===== config.mk =====
export PLATFORM = sky130hd
export DESIGN_NAME = ds_operand_stage_flat
export DESIGN_NICKNAME = d
export VERILOG_FILES = /design/src/rtl/ds_operand_stage_pkg.sv /design/src/rtl/ds_operand_stage_if.sv /design/src/rtl/ds_operand_stage_operand_fwd_mux.sv /design/src/rtl/ds_operand_stage.sv /design/src/flat_wrapper.sv
export SDC_FILE = /design/constraint.sdc
export NUM_CORES = 1
export LEC_CHECK = 0
export CORE_AREA = 4 4 163 165
export DETAILED_ROUTE_END_ITERATION = 8
export DIE_AREA = 0 0 167 169
export SYNTH_ARGS = -nofsm -noshare
export SYNTH_HDL_FRONTEND = slang
export SYNTH_SLANG_ARGS = --single-unit

===== constraint.sdc =====
create_clock -name clk -period 3.7 [get_ports clk]
set_input_delay 0.74 -clock clk [delete_from_list [all_inputs] [get_ports clk]]
set_output_delay 0.74 -clock clk [all_outputs]
set_load 0.005 [all_outputs]

===== src/rtl/ds_operand_stage_pkg.sv =====
// Shared constants and types for the decode-side operand stage.
// The bypass bus is a single struct so EX/MEM/WB can be handled uniformly.
package ds_operand_stage_pkg;

  localparam int DS_DATA_W = 32;
  localparam int DS_REG_AW = 5;
  localparam int NUM_FWD   = 3;

  // Instruction field positions.
  localparam int RJ_LSB = 5;
  localparam int RK_LSB = 10;
  localparam int RD_LSB = 0;

  localparam logic [DS_REG_AW-1:0] REG_ZERO = '0;

  // Index order inside a bypass array is also the forwarding priority.
  localparam int FWD_ES = 0;
  localparam int FWD_MS = 1;
  localparam int FWD_WS = 2;

  typedef struct packed {
    logic                 valid;
    logic                 we;
    logic [DS_REG_AW-1:0] dest;
    logic [DS_DATA_W-1:0] data;
    logic                 is_load;
  } fwd_bus_t;

  function automatic logic [DS_REG_AW-1:0] reg_field(input logic [DS_DATA_W-1:0] inst,
                                                     input int lsb);
    return inst[lsb +: DS_REG_AW];
  endfunction

endpackage


===== src/rtl/ds_operand_stage_if.sv =====
// Fetch, regfile, bypass and EX-side signals of the operand stage.
// master = surrounding pipeline, slave = the operand stage itself.
interface ds_operand_stage_if #(
  parameter int DATA_W = ds_operand_stage_pkg::DS_DATA_W,
  parameter int REG_AW = ds_operand_stage_pkg::DS_REG_AW
);
  logic              fs_to_ds_valid;
  logic              ds_allowin;
  logic [DATA_W-1:0] fs_pc;
  logic [DATA_W-1:0] fs_inst;
  logic              fs_src1_en;
  logic              fs_src2_en;
  logic              fs_src2_is_rd;

  logic [REG_AW-1:0] rf_raddr1;
  logic [DATA_W-1:0] rf_rdata1;
  logic [REG_AW-1:0] rf_raddr2;
  logic [DATA_W-1:0] rf_rdata2;

  logic              es_fwd_valid;
  logic              es_fwd_we;
  logic              es_fwd_is_load;
  logic [REG_AW-1:0] es_fwd_dest;
  logic [DATA_W-1:0] es_fwd_data;
  logic              ms_fwd_valid;
  logic              ms_fwd_we;
  logic [REG_AW-1:0] ms_fwd_dest;
  logic [DATA_W-1:0] ms_fwd_data;
  logic              ws_fwd_valid;
  logic              ws_fwd_we;
  logic [REG_AW-1:0] ws_fwd_dest;
  logic [DATA_W-1:0] ws_fwd_data;

  logic              es_allowin;
  logic              flush;
  logic              ds_to_es_valid;
  logic [DATA_W-1:0] ds_pc;
  logic [DATA_W-1:0] ds_inst;
  logic [DATA_W-1:0] ds_src1;
  logic [DATA_W-1:0] ds_src2;
  logic [31:0]       ds_stall_cnt;

  modport master (
    output fs_to_ds_valid, fs_pc, fs_inst, fs_src1_en, fs_src2_en, fs_src2_is_rd,
    output rf_rdata1, rf_rdata2,
    output es_fwd_valid, es_fwd_we, es_fwd_is_load, es_fwd_dest, es_fwd_data,
    output ms_fwd_valid, ms_fwd_we, ms_fwd_dest, ms_fwd_data,
    output ws_fwd_valid, ws_fwd_we, ws_fwd_dest, ws_fwd_data,
    output es_allowin, flush,
    input  ds_allowin, rf_raddr1, rf_raddr2,
    input  ds_to_es_valid, ds_pc, ds_inst, ds_src1, ds_src2, ds_stall_cnt
  );

  modport slave (
    input  fs_to_ds_valid, fs_pc, fs_inst, fs_src1_en, fs_src2_en, fs_src2_is_rd,
    input  rf_rdata1, rf_rdata2,
    input  es_fwd_valid, es_fwd_we, es_fwd_is_load, es_fwd_dest, es_fwd_data,
    input  ms_fwd_valid, ms_fwd_we, ms_fwd_dest, ms_fwd_data,
    input  ws_fwd_valid, ws_fwd_we, ws_fwd_dest, ws_fwd_data,
    input  es_allowin, flush,
    output ds_allowin, rf_raddr1, rf_raddr2,
    output ds_to_es_valid, ds_pc, ds_inst, ds_src1, ds_src2, ds_stall_cnt
  );
endinterface


===== src/rtl/ds_operand_stage_operand_fwd_mux.sv =====
// One source operand: bypass match per stage and EX > MEM > WB > regfile select.
// load_hit_o flags that the winning bypass is a load whose data is not ready yet.
module operand_fwd_mux
  import ds_operand_stage_pkg::*;
(
  input  logic                 src_en_i,
  input  logic [DS_REG_AW-1:0] raddr_i,
  input  logic [DS_DATA_W-1:0] rf_rdata_i,
  input  fwd_bus_t             byp_i [NUM_FWD],
  output logic [DS_DATA_W-1:0] operand_o,
  output logic                 load_hit_o
);

  logic [NUM_FWD-1:0] hit;

  generate
    for (genvar gi = 0; gi < NUM_FWD; gi++) begin : g_hit
      assign hit[gi] = byp_i[gi].valid & byp_i[gi].we & (byp_i[gi].dest == raddr_i) &
                       (raddr_i != REG_ZERO) & src_en_i;
    end
  endgenerate

  // Walk from lowest to highest priority so the youngest producer wins.
  always_comb begin
    operand_o  = rf_rdata_i;
    load_hit_o = 1'b0;
    if (!src_en_i || raddr_i == REG_ZERO) begin
      operand_o = '0;
    end else begin
      for (int k = NUM_FWD - 1; k >= 0; k--) begin
        if (hit[k]) begin
          operand_o  = byp_i[k].data;
          load_hit_o = byp_i[k].is_load;
        end
      end
    end
  end

endmodule


===== src/rtl/ds_operand_stage.sv =====
// Decode operand stage: fetch->decode register, regfile read addressing,
// EX/MEM/WB forwarding and load-use stall with a valid/allowin handshake.
module ds_operand_stage
  import ds_operand_stage_pkg::*;
#(
  parameter int DATA_W = DS_DATA_W,
  parameter int REG_AW = DS_REG_AW
) (
  input  logic clk,
  input  logic reset,
  ds_operand_stage_if.slave bus
);

  logic              ds_valid_q;
  logic [DATA_W-1:0] ds_pc_q;
  logic [DATA_W-1:0] ds_inst_q;
  logic              src1_en_q;
  logic              src2_en_q;
  logic              src2_is_rd_q;
  logic [31:0]       stall_cnt_q;
  logic [31:0]       stall_cnt_d;

  logic              src_en    [2];
  logic [REG_AW-1:0] raddr     [2];
  logic [DATA_W-1:0] rf_rdata  [2];
  logic [DATA_W-1:0] operand   [2];
  logic              load_hit  [2];
  fwd_bus_t          byp       [NUM_FWD];

  logic load_use;
  logic ds_ready_go;
  logic ds_allowin;

  // Only EX can still hold a load whose data is not yet available.
  assign byp[FWD_ES] = '{valid: bus.es_fwd_valid, we: bus.es_fwd_we, dest: bus.es_fwd_dest,
                         data: bus.es_fwd_data, is_load: bus.es_fwd_is_load};
  assign byp[FWD_MS] = '{valid: bus.ms_fwd_valid, we: bus.ms_fwd_we, dest: bus.ms_fwd_dest,
                         data: bus.ms_fwd_data, is_load: 1'b0};
  assign byp[FWD_WS] = '{valid: bus.ws_fwd_valid, we: bus.ws_fwd_we, dest: bus.ws_fwd_dest,
                         data: bus.ws_fwd_data, is_load: 1'b0};

  assign src_en[0]   = src1_en_q;
  assign src_en[1]   = src2_en_q;
  assign raddr[0]    = reg_field(ds_inst_q, RJ_LSB);
  assign raddr[1]    = src2_is_rd_q ? reg_field(ds_inst_q, RD_LSB) : reg_field(ds_inst_q, RK_LSB);
  assign rf_rdata[0] = bus.rf_rdata1;
  assign rf_rdata[1] = bus.rf_rdata2;

  generate
    for (genvar gi = 0; gi < 2; gi++) begin : g_src
      operand_fwd_mux u_mux (
        .src_en_i   (src_en[gi]),
        .raddr_i    (raddr[gi]),
        .rf_rdata_i (rf_rdata[gi]),
        .byp_i      (byp),
        .operand_o  (operand[gi]),
        .load_hit_o (load_hit[gi])
      );
    end
  endgenerate

  assign load_use    = ds_valid_q & (load_hit[0] | load_hit[1]);
  assign ds_ready_go = !load_use;
  assign ds_allowin  = !ds_valid_q | (ds_ready_go & bus.es_allowin);
  assign stall_cnt_d = (load_use && stall_cnt_q != 32'hFFFF_FFFF) ? stall_cnt_q + 32'd1
                                                                 : stall_cnt_q;

  always_ff @(posedge clk) begin
    if (reset) begin
      ds_valid_q   <= 1'b0;
      ds_pc_q      <= '0;
      ds_inst_q    <= '0;
      src1_en_q    <= 1'b0;
      src2_en_q    <= 1'b0;
      src2_is_rd_q <= 1'b0;
      stall_cnt_q  <= '0;
    end else begin
      // Flush kills the held instruction even while it is stalled.
      if (bus.flush) begin
        ds_valid_q <= 1'b0;
      end else if (ds_allowin) begin
        ds_valid_q <= bus.fs_to_ds_valid;
      end
      if (bus.fs_to_ds_valid && ds_allowin) begin
        ds_pc_q      <= bus.fs_pc;
        ds_inst_q    <= bus.fs_inst;
        src1_en_q    <= bus.fs_src1_en;
        src2_en_q    <= bus.fs_src2_en;
        src2_is_rd_q <= bus.fs_src2_is_rd;
      end
      stall_cnt_q <= stall_cnt_d;
    end
  end

  assign bus.ds_allowin     = ds_allowin;
  assign bus.ds_to_es_valid = ds_valid_q & ds_ready_go & !bus.flush;
  assign bus.rf_raddr1      = raddr[0];
  assign bus.rf_raddr2      = raddr[1];
  assign bus.ds_pc          = ds_pc_q;
  assign bus.ds_inst        = ds_inst_q;
  assign bus.ds_src1        = operand[0];
  assign bus.ds_src2        = operand[1];
  assign bus.ds_stall_cnt   = stall_cnt_q;

endmodule

===== src/flat_wrapper.sv =====
// flat-port wrapper written by rule: the top's interface ports become plain ports
module ds_operand_stage_flat import ds_operand_stage_pkg::*;
#(
  parameter int DATA_W = DS_DATA_W,
  parameter int REG_AW = DS_REG_AW
)
  (clk, reset, bus_fs_to_ds_valid, bus_fs_pc, bus_fs_inst, bus_fs_src1_en, bus_fs_src2_en, bus_fs_src2_is_rd, bus_rf_rdata1, bus_rf_rdata2, bus_es_fwd_valid, bus_es_fwd_we, bus_es_fwd_is_load, bus_es_fwd_dest, bus_es_fwd_data, bus_ms_fwd_valid, bus_ms_fwd_we, bus_ms_fwd_dest, bus_ms_fwd_data, bus_ws_fwd_valid, bus_ws_fwd_we, bus_ws_fwd_dest, bus_ws_fwd_data, bus_es_allowin, bus_flush, bus_ds_allowin, bus_rf_raddr1, bus_rf_raddr2, bus_ds_to_es_valid, bus_ds_pc, bus_ds_inst, bus_ds_src1, bus_ds_src2, bus_ds_stall_cnt);
  ds_operand_stage_if #(.DATA_W(DATA_W), .REG_AW(REG_AW)) bus_i ();
  input  logic clk;
  input  logic reset;
  input wire logic [$bits(bus_i.fs_to_ds_valid)-1:0] bus_fs_to_ds_valid;
  input wire logic [$bits(bus_i.fs_pc)-1:0] bus_fs_pc;
  input wire logic [$bits(bus_i.fs_inst)-1:0] bus_fs_inst;
  input wire logic [$bits(bus_i.fs_src1_en)-1:0] bus_fs_src1_en;
  input wire logic [$bits(bus_i.fs_src2_en)-1:0] bus_fs_src2_en;
  input wire logic [$bits(bus_i.fs_src2_is_rd)-1:0] bus_fs_src2_is_rd;
  input wire logic [$bits(bus_i.rf_rdata1)-1:0] bus_rf_rdata1;
  input wire logic [$bits(bus_i.rf_rdata2)-1:0] bus_rf_rdata2;
  input wire logic [$bits(bus_i.es_fwd_valid)-1:0] bus_es_fwd_valid;
  input wire logic [$bits(bus_i.es_fwd_we)-1:0] bus_es_fwd_we;
  input wire logic [$bits(bus_i.es_fwd_is_load)-1:0] bus_es_fwd_is_load;
  input wire logic [$bits(bus_i.es_fwd_dest)-1:0] bus_es_fwd_dest;
  input wire logic [$bits(bus_i.es_fwd_data)-1:0] bus_es_fwd_data;
  input wire logic [$bits(bus_i.ms_fwd_valid)-1:0] bus_ms_fwd_valid;
  input wire logic [$bits(bus_i.ms_fwd_we)-1:0] bus_ms_fwd_we;
  input wire logic [$bits(bus_i.ms_fwd_dest)-1:0] bus_ms_fwd_dest;
  input wire logic [$bits(bus_i.ms_fwd_data)-1:0] bus_ms_fwd_data;
  input wire logic [$bits(bus_i.ws_fwd_valid)-1:0] bus_ws_fwd_valid;
  input wire logic [$bits(bus_i.ws_fwd_we)-1:0] bus_ws_fwd_we;
  input wire logic [$bits(bus_i.ws_fwd_dest)-1:0] bus_ws_fwd_dest;
  input wire logic [$bits(bus_i.ws_fwd_data)-1:0] bus_ws_fwd_data;
  input wire logic [$bits(bus_i.es_allowin)-1:0] bus_es_allowin;
  input wire logic [$bits(bus_i.flush)-1:0] bus_flush;
  output wire logic [$bits(bus_i.ds_allowin)-1:0] bus_ds_allowin;
  output wire logic [$bits(bus_i.rf_raddr1)-1:0] bus_rf_raddr1;
  output wire logic [$bits(bus_i.rf_raddr2)-1:0] bus_rf_raddr2;
  output wire logic [$bits(bus_i.ds_to_es_valid)-1:0] bus_ds_to_es_valid;
  output wire logic [$bits(bus_i.ds_pc)-1:0] bus_ds_pc;
  output wire logic [$bits(bus_i.ds_inst)-1:0] bus_ds_inst;
  output wire logic [$bits(bus_i.ds_src1)-1:0] bus_ds_src1;
  output wire logic [$bits(bus_i.ds_src2)-1:0] bus_ds_src2;
  output wire logic [$bits(bus_i.ds_stall_cnt)-1:0] bus_ds_stall_cnt;
  assign bus_i.fs_to_ds_valid = bus_fs_to_ds_valid;
  assign bus_i.fs_pc = bus_fs_pc;
  assign bus_i.fs_inst = bus_fs_inst;
  assign bus_i.fs_src1_en = bus_fs_src1_en;
  assign bus_i.fs_src2_en = bus_fs_src2_en;
  assign bus_i.fs_src2_is_rd = bus_fs_src2_is_rd;
  assign bus_i.rf_rdata1 = bus_rf_rdata1;
  assign bus_i.rf_rdata2 = bus_rf_rdata2;
  assign bus_i.es_fwd_valid = bus_es_fwd_valid;
  assign bus_i.es_fwd_we = bus_es_fwd_we;
  assign bus_i.es_fwd_is_load = bus_es_fwd_is_load;
  assign bus_i.es_fwd_dest = bus_es_fwd_dest;
  assign bus_i.es_fwd_data = bus_es_fwd_data;
  assign bus_i.ms_fwd_valid = bus_ms_fwd_valid;
  assign bus_i.ms_fwd_we = bus_ms_fwd_we;
  assign bus_i.ms_fwd_dest = bus_ms_fwd_dest;
  assign bus_i.ms_fwd_data = bus_ms_fwd_data;
  assign bus_i.ws_fwd_valid = bus_ws_fwd_valid;
  assign bus_i.ws_fwd_we = bus_ws_fwd_we;
  assign bus_i.ws_fwd_dest = bus_ws_fwd_dest;
  assign bus_i.ws_fwd_data = bus_ws_fwd_data;
  assign bus_i.es_allowin = bus_es_allowin;
  assign bus_i.flush = bus_flush;
  assign bus_ds_allowin = bus_i.ds_allowin;
  assign bus_rf_raddr1 = bus_i.rf_raddr1;
  assign bus_rf_raddr2 = bus_i.rf_raddr2;
  assign bus_ds_to_es_valid = bus_i.ds_to_es_valid;
  assign bus_ds_pc = bus_i.ds_pc;
  assign bus_ds_inst = bus_i.ds_inst;
  assign bus_ds_src1 = bus_i.ds_src1;
  assign bus_ds_src2 = bus_i.ds_src2;
  assign bus_ds_stall_cnt = bus_i.ds_stall_cnt;
  ds_operand_stage #(.DATA_W(DATA_W), .REG_AW(REG_AW)) u_core (.clk(clk), .reset(reset), .bus(bus_i));
endmodule

==> impl_metrics.csv, run 1 <==
group,metric,value,unit
synth,ys.warnings.count,0,
synth,synth-edff-count,0,
sta,drv_slew,0,
power_and_ir_drop,combinationalPowerShare,0.306,
final_layout,finalInstanceArea,12900,um^2
global_routing,grt_pass1_vias,8132,
routing,dr.pass1.iters,5,
cts,cts_max_path_buffers,2,
floorplanning,die_y,169,um
sta,fin_crit,3610,ps
hold_path,hold_class,"reg -> reg",
synth,synthArstFlopShare,0,
global_routing,antenna_found_initial,8,
sta,slew_headroom,0.453,
run,maxCapViolCount,0,
placed_design,port_buffers,425,
global_routing,grt_pass1_wl,51000,um
power_and_ir_drop,power.net_switching,0.875,mW
critical_path,reg2reg_to,"u_core.bus.ds_stall_cnt[27]$_SDFFE_PP0P_",
final_layout,area_delta_synth_final,76.8,%
final_layout,final_layout_size_suffix_gt1_frac,0.110,
final_layout,finalNonFillerCells,1654,
status,status,"finished clean",
global_routing,track_usage,0.228,
floorplanning,coreArea,25000,um^2
sta,worstMarginPinSlew,820,ps
sta,skew,15.2,ps
routing,initialDrtViolationCount,504,
critical_path,crit_fanout,7,
critical_path,crit_type,"in -> out",
floorplanning,die_w,167,um
critical_path,start_kind,"input port",
placed_design,dp.final_hpwl,25700,um
final_layout,final_common_cell,"clkdlybuf4s50_1",
critical_path,endpoint_kind,"output pin",
power_and_ir_drop,cellPowerDensity,244,nW/um^2
power_and_ir_drop,power_frac_seq,0.375,
power_and_ir_drop,p_sw_frac,0.278,
synth,syn-num-nets,1138,
cts,numCtsBuffers,9,
sta,fmax,0.277,GHz
critical_path,rrSetupSlack,800,ps
synth,synth-seq-cells,100,
cts,clkSinkCount,100,
sta,finalCritPeriodShare,0.975,
routing,antenna_left,0,
routing,post_drt_wl_per_cell,20.6,um
floorplanning,rows,58,
routing,drc_errors,0,
critical_path,startpoint,"bus_ws_fwd_dest[1]",
power_and_ir_drop,vdd_drop_max,0.196,mV
sta,setup_viol,0,
cts,cts_root_buf,"clkbuf_16",
cts,clkTransAtPathRegs,70,ps
floorplanning,ios,426,
power_and_ir_drop,pwr-share-clk,0.320,
power_and_ir_drop,finalPower,3.15,mW
power_and_ir_drop,intPower,2.27,mW
routing,wirelength,34100,um
critical_path,required,2960,ps
placed_design,dp_cells,1614,
critical_path,cp_data_arrival_time,2870,ps
critical_path,reg2reg_from,"u_core.src2_is_rd_q$_SDFFE_PP0P_",
global_routing,grt_max_degree,93,
global_routing,gr-total-overflow,0,
floorplanning,dieArea,28200,um^2
floorplanning,start_util,0.291,
synth,ys_types,45,
synth,yosysSeqAreaShare,0.275,
final_layout,utilization,0.514,
synth,syn_inst,883,
synth,synth-main-ff-cell,"dfxtp_1",
cts,cts_max_level,3,
cts,clock_latency,350,ps
placed_design,place_congestion,0.984,
routing,via_per_inst,4.97,
critical_path,r2r_cells,11,
cts,cts_hold_buf,0,
placed_design,placed_area,12200,um^2
cts,cts_tree,"done",
critical_path,cp-endpoint,"bus_ds_src1[28]",
final_layout,most-common-layout-cells,"clkdlybuf4s50_1 (346), nand2b_1 (138), mux2i_1 (129)",
synth,avgSynthCellArea,8.25,um^2
final_layout,nFillCells,2436,
power_and_ir_drop,cellLeakagePower,5.72,nW
synth,syn_area,7290,um^2
final_layout,nNetsFinal,1571,
sta,grt_setup_unrepaired,"yes",
routing,num_vias,8225,
sta,hold_viol,0,
## power by group through the flow
stage	Clock [mW]	Combinational (mW)	Sequential [mW]
4_1_cts	1.04	0.964	1.18
6_report	1.01	0.962	1.18
5_1_grt	1.08	1.03	1.19
3_5_place_dp	0	0.952	1.20
2_1_floorplan	0	0.320	1.20
3_3_place_gp	0	0.951	1.20
## state kept, by name, indices dropped and copies added (netlist names)
signal	cells
u_core.bus.ds_inst	32
u_core.bus.ds_pc	32
u_core.bus.ds_stall_cnt	32
u_core.ds_valid_q	1
u_core.src1_en_q	1
u_core.src2_en_q	1
u_core.src2_is_rd_q	1
## kinds of logic (layout without fill, tap and decap cells)
family | count (synthesis) | count (layout) | synth area share
adders and majority gates | 1 | 1 | 0.00172
and+or+nand+nor | 339 | 339 | 0.262
xor gates and xnor gates | 28 | 28 | 0.0337
muxes | 146 | 146 | 0.208
DFF | 100 | 100 | 0.275
AOI/OAI and AO/OA | 153 | 153 | 0.152
buffers and inverters | 116 | 553 | 0.0683
other | 0 | 4 | 0
## how the worst min path moves through the flow
stage                                        start                             endpoint  slack (ps)  cells past startpoint
2_1_floorplan        u_core.src1_en_q$_SDFFE_PP0P_        u_core.src1_en_q$_SDFFE_PP0P_         450                      2
3_3_place_gp   u_core.bus.ds_inst[27]$_SDFFE_PP0P_  u_core.bus.ds_inst[27]$_SDFFE_PP0P_         460                      2
3_5_place_dp     u_core.bus.ds_pc[29]$_SDFFE_PP0P_    u_core.bus.ds_pc[29]$_SDFFE_PP0P_         460                      2
4_1_cts        u_core.bus.ds_inst[26]$_SDFFE_PP0P_  u_core.bus.ds_inst[26]$_SDFFE_PP0P_         480                      2
5_1_grt        u_core.bus.ds_inst[17]$_SDFFE_PP0P_  u_core.bus.ds_inst[17]$_SDFFE_PP0P_         500                      2
6_report         u_core.bus.ds_pc[12]$_SDFFE_PP0P_    u_core.bus.ds_pc[12]$_SDFFE_PP0P_         480                      2
## final cells by class
class / count / area, um^2 / area share
clock inverter: 6 / 83.8 / 0.00651
inverter: 42 / 158 / 0.0122
antenna: 4 / 10.0 / 0.000777
clock buffer: 9 / 225 / 0.0175
timing repair buffer: 496 / 5010 / 0.389
tap: 330 / 413 / 0.0321
multi-input combinational: 667 / 4970 / 0.386
sequential: 100 / 2000 / 0.156
## through the flow
step | hold slack [ps] | setup slack [ps] | TNS (ps)
after global routing | 500 | -22.2 | -34.0
after floorplan | 449 | 670 | 0
final | 475 | 93.9 | 0
after CTS | 477 | -24.1 | -24.1
after detailed placement | 463 | -364 | -17310
after global placement | 458 | -349 | -16110
## synthesized netlist by cell type, types with 10 or more instances
cell / instances / area, um^2
a211oi_1: 33 / 248
a21o_1: 32 / 240
a21oi_1: 24 / 120
buf_2: 11 / 55.1
clkbuf_1: 52 / 195
dfxtp_1: 100 / 2000
inv_1: 42 / 158
mux2i_1: 134 / 1340
nand2_1: 49 / 184
nand2b_1: 139 / 870
nand3_1: 10 / 50.1
nand4_1: 25 / 156
nor2_1: 48 / 180
nor4_1: 14 / 87.6
o21ai_1: 18 / 90.1
o221ai_1: 32 / 280
or3_1: 14 / 87.6
or4_1: 10 / 75.1
xnor2_1: 13 / 114
xor2_1: 15 / 131
## critical path, cell delays in order
cell and delay, ps:
dlygate4sd2_1 250, xnor2_1 160, nand4_1 150, nor4b_4 300
buf_4 170, buf_12 140, buf_12 110, buf_12 110
mux2i_1 230, a211oi_2 90, a21o_1 160, dlygate4sd2_1 260
## routing by layer
metal,track usage,routed length (um),up-vias
met5,0,47,-
met4,0.0459,601,6
met3,0.0647,2710,49
met2,0.386,16400,333
met1,0.293,14400,3823
li1,-,-,4014
## timing repair
| action | CTS | global route |
|---|---|---|
| endpoints found under the setup margin | 66 | 28 |
| endpoints found under the hold margin | 0 | 0 |
| resized for setup | 152 | 22 |
| buffers inserted | 9 | 6 |
| cloned | 6 | 0 |
| pin swaps | 15 | 11 |
Power figures use the tool's default switching activity.
==> inputs of run 2 (changes only) <==
Settings changed: HOLD_SLACK_MARGIN from default to 0.02.
==> results of run 2 <==
No change in the layout: final DEF, timing and power equal those of run 1.
==> inputs of run 3 (changes only) <==
Settings changed: SETUP_SLACK_MARGIN from default to 0.2.
Clock period 3.7 ns to 4.3 ns, I/O delays scaled along.
==> impl_metrics.csv, run 3 (synthesized netlist as in run 1, its figures left out) <==
group,metric,value,unit
routing,initialDrtViolationCount,501,
global_routing,grt_max_degree,102,
cts,cts_root_buf,"clkbuf_16",
routing,via_per_inst,4.98,
floorplanning,start_util,0.291,
cts,cts_hold_buf,0,
critical_path,cp_cell_sequence,"clkdlybuf4s50_1 > xnor2_1 > nor4_1 > nand4_1 > or3_4 > buf_12 > o221ai_2 > clkdlybuf4s50_1",
critical_path,crit_type,"in -> out",
routing,antenna_left,0,
power_and_ir_drop,cellLeakagePower,5.51,nW
final_layout,most-common-layout-cells,"clkdlybuf4s50_1 (383), nand2b_1 (138), mux2i_1 (133)",
floorplanning,coreArea,25000,um^2
cts,clkTransAtPathRegs,90,ps
routing,dr.pass1.iters,5,
critical_path,r2r_cells,7,
critical_path,reg2reg_to,"u_core.bus.ds_pc[30]$_SDFFE_PP0P_",
sta,slew_headroom,0.434,
power_and_ir_drop,vdd_drop_max,0.246,mV
cts,clkSinkCount,100,
cts,cts_max_path_buffers,2,
cts,cts_tree,"done",
floorplanning,dieArea,28200,um^2
sta,fmax,0.245,GHz
sta,fin_crit,4080,ps
sta,drv_slew,0,
global_routing,gr-total-overflow,0,
critical_path,cp_slowest_stage_delay,540,ps
hold_path,hold_end,"u_core.bus.ds_pc[6]$_SDFFE_PP0P_",
critical_path,rrSetupSlack,1430,ps
sta,hold_viol,0,
cts,clock_latency,360,ps
routing,post_drt_wl_per_cell,20.8,um
critical_path,start_kind,"input port",
floorplanning,rows,58,
sta,skew,19.2,ps
final_layout,final_layout_size_suffix_gt1_frac,0.0681,
sta,finalCritPeriodShare,0.949,
placed_design,dp.final_hpwl,25600,um
global_routing,grt_pass1_wl,49500,um
floorplanning,die_y,169,um
critical_path,reg2reg_from,"u_core.bus.ds_inst[7]$_SDFFE_PP0P_",
routing,wirelength,33800,um
final_layout,nNetsFinal,1542,
hold_path,hold_class,"reg -> reg",
status,status,"finished clean",
placed_design,port_buffers,425,
final_layout,area_delta_synth_final,73.3,%
floorplanning,die_w,167,um
placed_design,place_ws,-7.86,ps
routing,num_vias,8096,
critical_path,crit_fanout,16,
floorplanning,ios,426,
critical_path,cp_data_arrival_time,3220,ps
placed_design,place_congestion,0.965,
hold_path,whs_path_depth,2,
global_routing,antenna_found_initial,6,
global_routing,grt_pass1_vias,7932,
critical_path,required,3440,ps
sta,grt_setup_unrepaired,"yes",
power_and_ir_drop,finalPower,2.66,mW
cts,cts_max_level,3,
sta,setup_ws,219,ps
routing,drc_errors,0,
run,maxCapViolCount,0,
critical_path,crit_top_cell,"clkdlybuf4s50_1",
global_routing,track_usage,0.222,
critical_path,crit_path_top_delay_cell,"clkdlybuf4s50_1",
cts,numCtsBuffers,9,
critical_path,endpoint_kind,"output pin",
sta,worstMarginPinSlew,847,ps
sta,setup_viol,0,
hold_path,worstHoldStart,"u_core.bus.ds_pc[6]$_SDFFE_PP0P_",
power_and_ir_drop,cellPowerDensity,211,nW/um^2
final_layout,final_common_cell,"clkdlybuf4s50_1",
==> run 3: cell types whose count changed in the layout (fill, tap and decap cells not counted), sizes merged, moves of 3 or more <==
cell,delta
buf,-46
clkbuf,+3
clkdlybuf4s15,-3
clkdlybuf4s50,+37
dlygate4sd2,-26
dlymetal6s2s,+7
==> run 3: per-layer routing <==
metal / GRT usage / share of wire / up-vias
met4: 0.0594 / 0.021 / 4
met5: 0 / 0.00080 / -
met2: 0.371 / 0.49 / 301
li1: - / - / 3957
met1: 0.279 / 0.42 / 3776
met3: 0.0677 / 0.076 / 58
==> run 3: repair_timing <==
item / CTS / global route
gates cloned: 2 / 2
gates resized for setup: 37 / 31
pin swaps: 2 / 11
setup endpoints to repair: 66 / 41
buffers inserted: 5 / 3
==> run 3: worst max-delay path, delay by kind of cell <==
kind,cells,cell delay [ps]
compound gates,1,170
xor+xnor,1,140
buf+inv,3,1170
simple gates,3,860
==> run 3: worst max-delay path by stage <==
| stage | start | endpoint | slack [ps] |
|---|---|---|---|
| 2_1_floorplan | bus_es_fwd_dest[4] | bus_ds_src2[10] | 1070 |
| 3_3_place_gp | bus_es_fwd_dest[0] | bus_ds_src2[22] | -30 |
| 3_5_place_dp | bus_ws_fwd_dest[3] | bus_ds_src1[18] | -8 |
| 4_1_cts | bus_ws_fwd_dest[3] | bus_ds_src1[5] | 190 |
| 5_1_grt | bus_ms_fwd_dest[4] | bus_ds_src2[31] | 80 |
| 6_report | bus_ms_fwd_dest[4] | bus_ds_src2[31] | 220 |
==> run 3: per-stage QoR <==
step | area (um^2) | util | hold slack (ps) | instances | TNS, ps
2_1_floorplan | 7290 | - | 449 | 883 | 0
4_1_cts | 12400 | 0.497 | 479 | 1617 | 0
3_5_place_dp | 12000 | 0.480 | 463 | 1594 | -10.1
3_3_place_gp | 12000 | 0.480 | 456 | 1594 | -43.7
6_report | 12600 | 0.504 | 477 | 1626 | 0
5_1_grt | 12600 | 0.504 | 488 | 1626 | 0
==> run 3: final cells by class <==
type	instances	area, um^2
Inverter	42	158
Timing Repair Buffer	467	4820
Fill cell	2413	12400
Antenna cell	4	10.0
Sequential cell	100	2010
Tap cell	330	413
Multi-Input combinational cell	667	4910
Clock buffer	9	225
Clock inverter	7	80.1
==> run 3: power by group <==
part | internal (mW) | switching, mW | total (mW) | leakage [nW]
registers | 0.976 | 0.0454 | 1.02 | 0.822
clock network | 0.415 | 0.418 | 0.833 | 0.146
logic | 0.511 | 0.300 | 0.811 | 4.54
